===== src/rtl/dance_decoder_if.sv =====
// Position stream from dance into dance_decoder, plus the decoder's status outputs.
interface dance_decoder_if #(
    parameter int NUM_LEDS = 18,
    parameter int POS_W    = 5
);
    logic                pos_valid;
    logic [POS_W-1:0]    position;
    logic [NUM_LEDS-1:0] led;
    logic [1:0]          mode;
    logic                locked;
    logic                step_err;
    logic [7:0]          err_count;

    modport master (
        output pos_valid, position,
        input  led, mode, locked, step_err, err_count
    );

    modport slave (
        input  pos_valid, position,
        output led, mode, locked, step_err, err_count
    );
endinterface


===== src/rtl/dance_decoder.sv =====
// Rebuilds the LED one-hot from dance's position stream and checks it against the inferred pattern.
// Optional: define DANCE_DEC_ERRCNT_EN for the saturating err_count register (otherwise err_count is 0).
module dance_decoder #(
    parameter int NUM_LEDS   = 18,
    parameter int POS_W      = 5,
    parameter int LOCK_COUNT = 4
) (
    input  logic            clock,
    input  logic            reset,
    dance_decoder_if.slave  bus
);
    localparam int RUN_W = $clog2(LOCK_COUNT + 1);

    localparam logic [1:0] ST_IDLE = 2'd0;
    localparam logic [1:0] ST_ACQ  = 2'd1;
    localparam logic [1:0] ST_LOCK = 2'd2;

    localparam logic [1:0] M_ASC  = 2'd0;
    localparam logic [1:0] M_DESC = 2'd1;
    localparam logic [1:0] M_BNC  = 2'd2;
    localparam logic [1:0] M_NONE = 2'd3;

    localparam logic [2:0] S_REP = 3'd0;
    localparam logic [2:0] S_UP  = 3'd1;
    localparam logic [2:0] S_DN  = 3'd2;
    localparam logic [2:0] S_WUP = 3'd3;
    localparam logic [2:0] S_WDN = 3'd4;
    localparam logic [2:0] S_BAD = 3'd5;

    localparam logic [POS_W:0]    P_ZERO   = (POS_W+1)'(0);
    localparam logic [POS_W:0]    P_ONE    = (POS_W+1)'(1);
    localparam logic [POS_W:0]    P_LAST   = (POS_W+1)'(NUM_LEDS - 1);
    localparam logic [POS_W:0]    P_COUNT  = (POS_W+1)'(NUM_LEDS);
    localparam logic [RUN_W-1:0]  RUN_ZERO = RUN_W'(0);
    localparam logic [RUN_W-1:0]  RUN_ONE  = RUN_W'(1);
    localparam logic [RUN_W-1:0]  RUN_LOCK = RUN_W'(LOCK_COUNT);
    localparam logic [NUM_LEDS-1:0] LED_ONE  = NUM_LEDS'(1);
    localparam logic [NUM_LEDS-1:0] LED_ZERO = NUM_LEDS'(0);

    function automatic logic [2:0] classify(input logic [POS_W:0] p, input logic [POS_W:0] q);
        logic [2:0] c;
        c = S_BAD;
        if (q == p)                          c = S_REP;
        else if (q == p + P_ONE)             c = S_UP;
        else if (p != P_ZERO && q == p - P_ONE) c = S_DN;
        else if (p == P_LAST && q == P_ZERO) c = S_WUP;
        else if (p == P_ZERO && q == P_LAST) c = S_WDN;
        else                                 c = S_BAD;
        return c;
    endfunction

    // Bounce follows the last direction except at the two ends, where it must turn.
    function automatic logic consistent(input logic [1:0] cand, input logic [2:0] cls,
                                        input logic [POS_W:0] p, input logic dir_up);
        logic ok;
        ok = 1'b0;
        case (cand)
            M_ASC:  ok = (cls == S_UP) || (cls == S_WUP);
            M_DESC: ok = (cls == S_DN) || (cls == S_WDN);
            M_BNC: begin
                if (p == P_LAST)      ok = (cls == S_DN);
                else if (p == P_ZERO) ok = (cls == S_UP);
                else                  ok = dir_up ? (cls == S_UP) : (cls == S_DN);
            end
            default: ok = 1'b0;
        endcase
        return ok;
    endfunction

    function automatic logic [1:0] seed_mode(input logic [2:0] cls);
        logic [1:0] m;
        case (cls)
            S_UP, S_WUP: m = M_ASC;
            S_DN, S_WDN: m = M_DESC;
            default:     m = M_NONE;
        endcase
        return m;
    endfunction

    logic [1:0]          state_r, state_s;
    logic [POS_W-1:0]    prev_r, prev_s;
    logic [NUM_LEDS-1:0] led_r, led_s;
    logic [1:0]          mode_r, mode_s;
    logic [1:0]          cand_r, cand_s;
    logic [RUN_W-1:0]    run_r, run_s;
    logic                dir_up_r, dir_up_s;
    logic                locked_r, locked_s;
    logic                step_err_r, step_err_s;
    logic [POS_W:0]      p_ext_s, q_ext_s;
    logic [2:0]          cls_s;
    logic                ok_s, upg_s;

    // Next-state decode for one sampled position.
    always_comb begin
        state_s    = state_r;
        prev_s     = prev_r;
        led_s      = led_r;
        mode_s     = mode_r;
        cand_s     = cand_r;
        run_s      = run_r;
        dir_up_s   = dir_up_r;
        locked_s   = locked_r;
        step_err_s = 1'b0;
        p_ext_s    = {1'b0, prev_r};
        q_ext_s    = {1'b0, bus.position};
        cls_s      = classify(p_ext_s, q_ext_s);
        ok_s       = consistent(cand_r, cls_s, p_ext_s, dir_up_r);
        upg_s      = ((cand_r == M_ASC)  && (p_ext_s == P_LAST) && (cls_s == S_DN)) ||
                     ((cand_r == M_DESC) && (p_ext_s == P_ZERO) && (cls_s == S_UP));
        if (!bus.pos_valid) begin
            state_s = state_r;
        end else if (q_ext_s >= P_COUNT) begin
            led_s    = LED_ZERO;
            state_s  = ST_IDLE;
            run_s    = RUN_ZERO;
            cand_s   = M_NONE;
            locked_s = 1'b0;
            mode_s   = M_NONE;
            step_err_s = (state_r == ST_LOCK);
        end else if (state_r == ST_IDLE) begin
            prev_s  = bus.position;
            led_s   = LED_ONE << bus.position;
            state_s = ST_ACQ;
            run_s   = RUN_ZERO;
            cand_s  = M_NONE;
        end else if (cls_s == S_REP) begin
            state_s = state_r;
        end else begin
            prev_s = bus.position;
            led_s  = LED_ONE << bus.position;
            if (cls_s == S_UP || cls_s == S_WUP) dir_up_s = 1'b1;
            else if (cls_s == S_DN || cls_s == S_WDN) dir_up_s = 1'b0;
            else dir_up_s = dir_up_r;
            if (ok_s || upg_s) begin
                cand_s = upg_s ? M_BNC : cand_r;
                run_s  = (run_r >= RUN_LOCK) ? RUN_LOCK : run_r + RUN_ONE;
                if (state_r == ST_LOCK) mode_s = cand_s;
                else mode_s = M_NONE;
            end else begin
                step_err_s = (state_r == ST_LOCK);
                locked_s   = 1'b0;
                mode_s     = M_NONE;
                state_s    = ST_ACQ;
                cand_s     = seed_mode(cls_s);
                run_s      = (cand_s == M_NONE) ? RUN_ZERO : RUN_ONE;
            end
            if (state_s == ST_ACQ && cand_s != M_NONE && run_s == RUN_LOCK) begin
                state_s  = ST_LOCK;
                locked_s = 1'b1;
                mode_s   = cand_s;
            end else begin
                locked_s = locked_s;
            end
        end
    end

    // Pattern tracking state and registered outputs.
    always_ff @(posedge clock) begin
        if (reset) begin
            state_r    <= ST_IDLE;
            prev_r     <= {POS_W{1'b0}};
            led_r      <= LED_ZERO;
            mode_r     <= M_NONE;
            cand_r     <= M_NONE;
            run_r      <= RUN_ZERO;
            dir_up_r   <= 1'b1;
            locked_r   <= 1'b0;
            step_err_r <= 1'b0;
        end else begin
            state_r    <= state_s;
            prev_r     <= prev_s;
            led_r      <= led_s;
            mode_r     <= mode_s;
            cand_r     <= cand_s;
            run_r      <= run_s;
            dir_up_r   <= dir_up_s;
            locked_r   <= locked_s;
            step_err_r <= step_err_s;
        end
    end

`ifdef DANCE_DEC_ERRCNT_EN
    logic [7:0] err_count_r;

    // Saturating count of step errors; holds at 255.
    always_ff @(posedge clock) begin
        if (reset) begin
            err_count_r <= 8'h00;
        end else if (step_err_s && err_count_r != 8'hFF) begin
            err_count_r <= err_count_r + 8'h01;
        end else begin
            err_count_r <= err_count_r;
        end
    end

    assign bus.err_count = err_count_r;
`else
    assign bus.err_count = 8'h00;
`endif

    assign bus.led      = led_r;
    assign bus.mode     = mode_r;
    assign bus.locked   = locked_r;
    assign bus.step_err = step_err_r;
endmodule


===== src/flat_wrapper.sv =====
// flat-port wrapper written by rule: the top's interface ports become plain ports
module dance_decoder_flat 
#(
    parameter int NUM_LEDS   = 18,
    parameter int POS_W      = 5,
    parameter int LOCK_COUNT = 4
)
  (clock, reset, bus_pos_valid, bus_position, bus_led, bus_mode, bus_locked, bus_step_err, bus_err_count);
  dance_decoder_if #(.NUM_LEDS(NUM_LEDS), .POS_W(POS_W)) bus_i ();
  input  logic clock;
  input  logic reset;
  input wire logic [$bits(bus_i.pos_valid)-1:0] bus_pos_valid;
  input wire logic [$bits(bus_i.position)-1:0] bus_position;
  output wire logic [$bits(bus_i.led)-1:0] bus_led;
  output wire logic [$bits(bus_i.mode)-1:0] bus_mode;
  output wire logic [$bits(bus_i.locked)-1:0] bus_locked;
  output wire logic [$bits(bus_i.step_err)-1:0] bus_step_err;
  output wire logic [$bits(bus_i.err_count)-1:0] bus_err_count;
  assign bus_i.pos_valid = bus_pos_valid;
  assign bus_i.position = bus_position;
  assign bus_led = bus_i.led;
  assign bus_mode = bus_i.mode;
  assign bus_locked = bus_i.locked;
  assign bus_step_err = bus_i.step_err;
  assign bus_err_count = bus_i.err_count;
  dance_decoder #(.NUM_LEDS(NUM_LEDS), .POS_W(POS_W), .LOCK_COUNT(LOCK_COUNT)) u_core (.clock(clock), .reset(reset), .bus(bus_i));
endmodule

===== config.mk =====
export PLATFORM = sky130hd
export DESIGN_NAME = dance_decoder_flat
export DESIGN_NICKNAME = d
export VERILOG_FILES = /design/src/rtl/dance_decoder_if.sv /design/src/rtl/dance_decoder.sv /design/src/flat_wrapper.sv
export SDC_FILE = /design/constraint.sdc
export NUM_CORES = 1
export LEC_CHECK = 0
export ABC_AREA = 1
export ABC_CLOCK_PERIOD_IN_PS = 3110
export CAP_MARGIN = 20
export CORE_ASPECT_RATIO = 0.8
export CORE_MARGIN = 10
export CORE_UTILIZATION = 53
export DETAILED_ROUTE_END_ITERATION = 12
export GPL_TIMING_DRIVEN = 0
export PLACE_DENSITY = 0.8
export SKIP_CTS_REPAIR_TIMING = 1
export SLEW_MARGIN = 20
export SYNTH_ARGS = -nofsm -noshare
export SYNTH_HDL_FRONTEND = slang
export SYNTH_SLANG_ARGS = --single-unit

===== constraint.sdc =====
create_clock -name clock -period 3.11 [get_ports clock]
set_input_delay 0.622 -clock clock [delete_from_list [all_inputs] [get_ports clock]]
set_output_delay 0.622 -clock clock [all_outputs]
set_load 0.1 [all_outputs]

==> impl_results.md, run 1 <==
- GP Congestion: 0.940
- Nets@finish: 392
- # rows: 20
- Ys Warns: 0
- HPWL Detailed: 4.35 mm
- Die Area: 0.00706 mm^2
- Post-DR wirelength/cell: 13.0 um
- Initial DRC Count: 174
- Final hold slack: around 0.46 ns
- Share of cells above drive strength 1: 0.137
- Sequential fraction of the synthesis area: 0.324
- Hold Path Depth: 2
- Final setup viols: 0
- Grt peak-use layer: met2
- Detail Route Antenna Nets: 0
- Largest net degree at the start of global routing: 11
- Synth area leaders: dfxtp_1, nand2_1, nor2_1, inv_1, nand3_1
- Synth top area share: 0.324
- Critical path depth in cells: 19
- Netlist cell types: 31
- Startpoint Class: input pin
- Buf/Inv on CP: 4
- Class of the worst hold path: reg2reg
- Worst EP required: 3.26 ns
- CTS tree: done
- Path type of the worst setup path: in2reg
- Slew at the pin with the worst max-slew slack: roughly 1 ns
- # IOs: 38
- Clk_skew: 0.00509 ns
- Top fanout value on the critical path: 6
- Gr ovfl total: 0
- Port Buffers: 28
- Max Slew Vio Count: 0
- Chip width: 91.5 um
- Synth area leader: dfxtp_1
- CTS clk-pin slew, worst paths: ~0.07 ns
- Post-Route WL: around 5.6 mm
- GRT met2 Usage: 0.237
- DR vias/cell: 5.12
- Critical Path AT: 3.02 ns
- Num CTS Buffers: 5
- Crit path top cell by count: nand2_2
- Clock Latency Late Sink: 0.28 ns
- R2R Setup Slk: around 0.51 ns
- Placement Cell Area: 0.00254 mm^2
- Leakage: 1.23 nW
- Post-Syn Instances: 336
- Initial Util: 0.558
- Longest Clk Path Bufs: 2
- Post-Syn Area: approximately 0.0022 mm^2
- Met3 Resource Use GR: 0.0545
- Min-Delay Endpoint: u_core.dir_up_r
- Routing usage on met1: 0.207
- Synth Register Bits: 35
- # clock sinks: 35
- DRC Markers: 0
- Cell family with most CP delay: simple AND/OR/NAND/NOR gates
- Area growth, synth to finish: 22.2%
- Tmin final: 2.86 ns
- Crit. End Element: flop
- RR Endpoint: u_core.bus.locked
- FF-to-FF Start: u_core.prev_r[0]
- H-tree depth: 2
- Die height: 77.2 um
- Fillcell total: 349
- Global-route wire length before repair: 9.45 mm
- Final Hold Vio Count: 0
- RSZ-0062 raised after global routing: no
- CP Launch Point: bus_position[4]
- VDD IR-drop max: 0.383 mV
- Crit-path max cell delay: 0.55 ns
- Initial antenna violation count: 0
- Worst Reg-to-Reg Cells: 23
- CTS root buffer: clkbuf_8
- Total power: 1.19 mW
- Ant. Diodes: 0
- Final period utilization: 0.920
- Slew Limit Headroom: 0.335
- Vias in the first global route: 2,061
- Pwr per Cell Area: 449 mW/mm^2
- Outcome: finished, final reports clean
- DRT Pass-1 Iters: 4
- Fin area: 0.00265 mm^2
- Crit-path cells: clkdlybuf4s50_1 > nor2_1 > inv_1 > nor2_1 > nand2_1 > nand2_4 > nand2_2 > nand2_2 > inv_2 > nand2_4 > nand2_4 > nand2_2 > nand2_2 > inv_2 > nand2_2 > nand3_1 > nand2_1 > nand2_1 > a21oi_2
- Core ar.: 0.00388 mm^2
- GRT Overall Usage: 0.158
- Post-synthesis area per instance: about 6.4 um^2
- Fmax achieved: around 350 MHz
- Routed vias: 2,224
- Max-cap violation count: 0
- Worst Hold Launch: u_core.dir_up_r
- Slowest cell on the critical path: clkdlybuf4s50_1
## registers in the layout (all words and copies together) (netlist names)
| signal | flops |
|---|---|
| u_core.bus.led | 18 |
| u_core.prev_r | 5 |
| u_core.run_r | 3 |
| u_core.bus.mode | 2 |
| u_core.cand_r | 2 |
| u_core.state_r | 2 |
| u_core.bus.locked | 1 |
| u_core.bus.step_err | 1 |
| u_core.dir_up_r | 1 |
## placed cells by master, fill, tap and decap left out, types with 2 or more instances in the layout
master / synthesis / routed
nor2_2: 5 / 5
ha_1: 6 / 6
buf_2: 4 / 4
nand4_1: 3 / 3
o2111ai_1: 2 / 2
o211a_1: 4 / 4
nand2_4: 3 / 3
inv_1: 36 / 36
clkdlybuf4s50_1: 0 / 28
nand2_2: 8 / 8
nor3_1: 2 / 2
nand2_1: 74 / 74
o21ai_0: 22 / 22
conb_1: 1 / 8
o21ai_1: 4 / 4
buf_4: 8 / 8
a21oi_1: 23 / 23
clkbuf_8: 0 / 7
dfxtp_1: 35 / 35
o22ai_1: 2 / 2
nand3_1: 27 / 27
inv_2: 10 / 10
clkbuf_1: 5 / 6
nor2_1: 41 / 41
a21oi_2: 2 / 2
nand3_2: 2 / 2
## report_power, final
group          total (mW)  leakage (nW)  internal (mW)  switching, mW
Clock               0.359        0.0515          0.202          0.157
Combinational       0.346         0.896         0.0842          0.262
Sequential          0.484         0.286          0.468         0.0157
Total                1.19          1.23          0.754          0.434
## worst min-delay path, cell delays in order, from the launching register on
cell and delay (ns):
dfxtp_1 0.31, o21ai_0 0.07, nand2_1 0.04
## synthesized netlist by cell type
cell type and number:
a21boi_0 1, a21oi_1 23, a21oi_2 2, a31oi_1 1, and3_1 1, buf_2 4
buf_4 8, clkbuf_1 5, conb_1 1, dfxtp_1 35, ha_1 6, inv_1 36
inv_2 10, nand2_1 74, nand2_2 8, nand2_4 3, nand3_1 27, nand3_2 2
nand4_1 3, nor2_1 41, nor2_2 5, nor3_1 2, nor3_2 1, nor4_1 1
o2111ai_1 2, o211a_1 4, o21ai_0 22, o21ai_1 4, o22ai_1 2, or2_2 1
xnor2_1 1
## how the worst max path moves through the flow
stage,to,slack (ns)
after global routing,u_core.bus.mode[0],0.02
after floorplan,u_core.bus.locked,0.89
after global placement,u_core.bus.locked,0.04
after detailed placement,u_core.bus.locked,-0.003
final,u_core.bus.locked,0.25
after CTS,u_core.cand_r[1],0.19
## metrics by stage
stage / utilization / worst slack (ns) / TNS (ns) / instances
after floorplan: - / 0.888 / 0 / 343
after global placement: 0.655 / 0.0398 / 0 / 426
after detailed placement: 0.655 / -0.00282 / -0.00282 / 426
after CTS: 0.681 / 0.194 / 0 / 434
after global routing: 0.683 / 0.0178 / 0 / 434
final: 0.683 / 0.247 / 0 / 434
## per-layer routing
layer / wire (um) / up-vias
met5: 0 / -
met4: 62 / 0
met3: 355 / 8
met2: 2500 / 46
met1: 2730 / 1017
li1: - / 1153
## final cells by class
type / instances / area (um^2) / area share
repair buffers: 28 / 280 / 0.106
flip-flops and latches: 35 / 701 / 0.265
inverters: 46 / 173 / 0.0652
well taps: 55 / 68.8 / 0.0260
plain buffers: 17 / 98.8 / 0.0373
multi-input cells: 245 / 1230 / 0.463
clock buffers: 8 / 100 / 0.0378
## cell families (layout without fill, tap and decap cells)
family,Yosys count,after routing,synth area share
buffers and inverters,63,99,0.125
xor gates and xnor gates,1,1,0.00404
adders and majority gates,6,6,0.0347
other,1,8,0.00173
AOI/OAI and AO/OA,61,61,0.160
DFF,35,35,0.324
and+or+nand+nor,169,169,0.351
No activity file was read; power rests on OpenSTA's default activity.
==> run 2, diff against run 1 <==
Settings changed: TNS_END_PERCENT from default to 100.
==> results of run 2 <==
Final layout, timing and power as in run 1 (identical DEF).
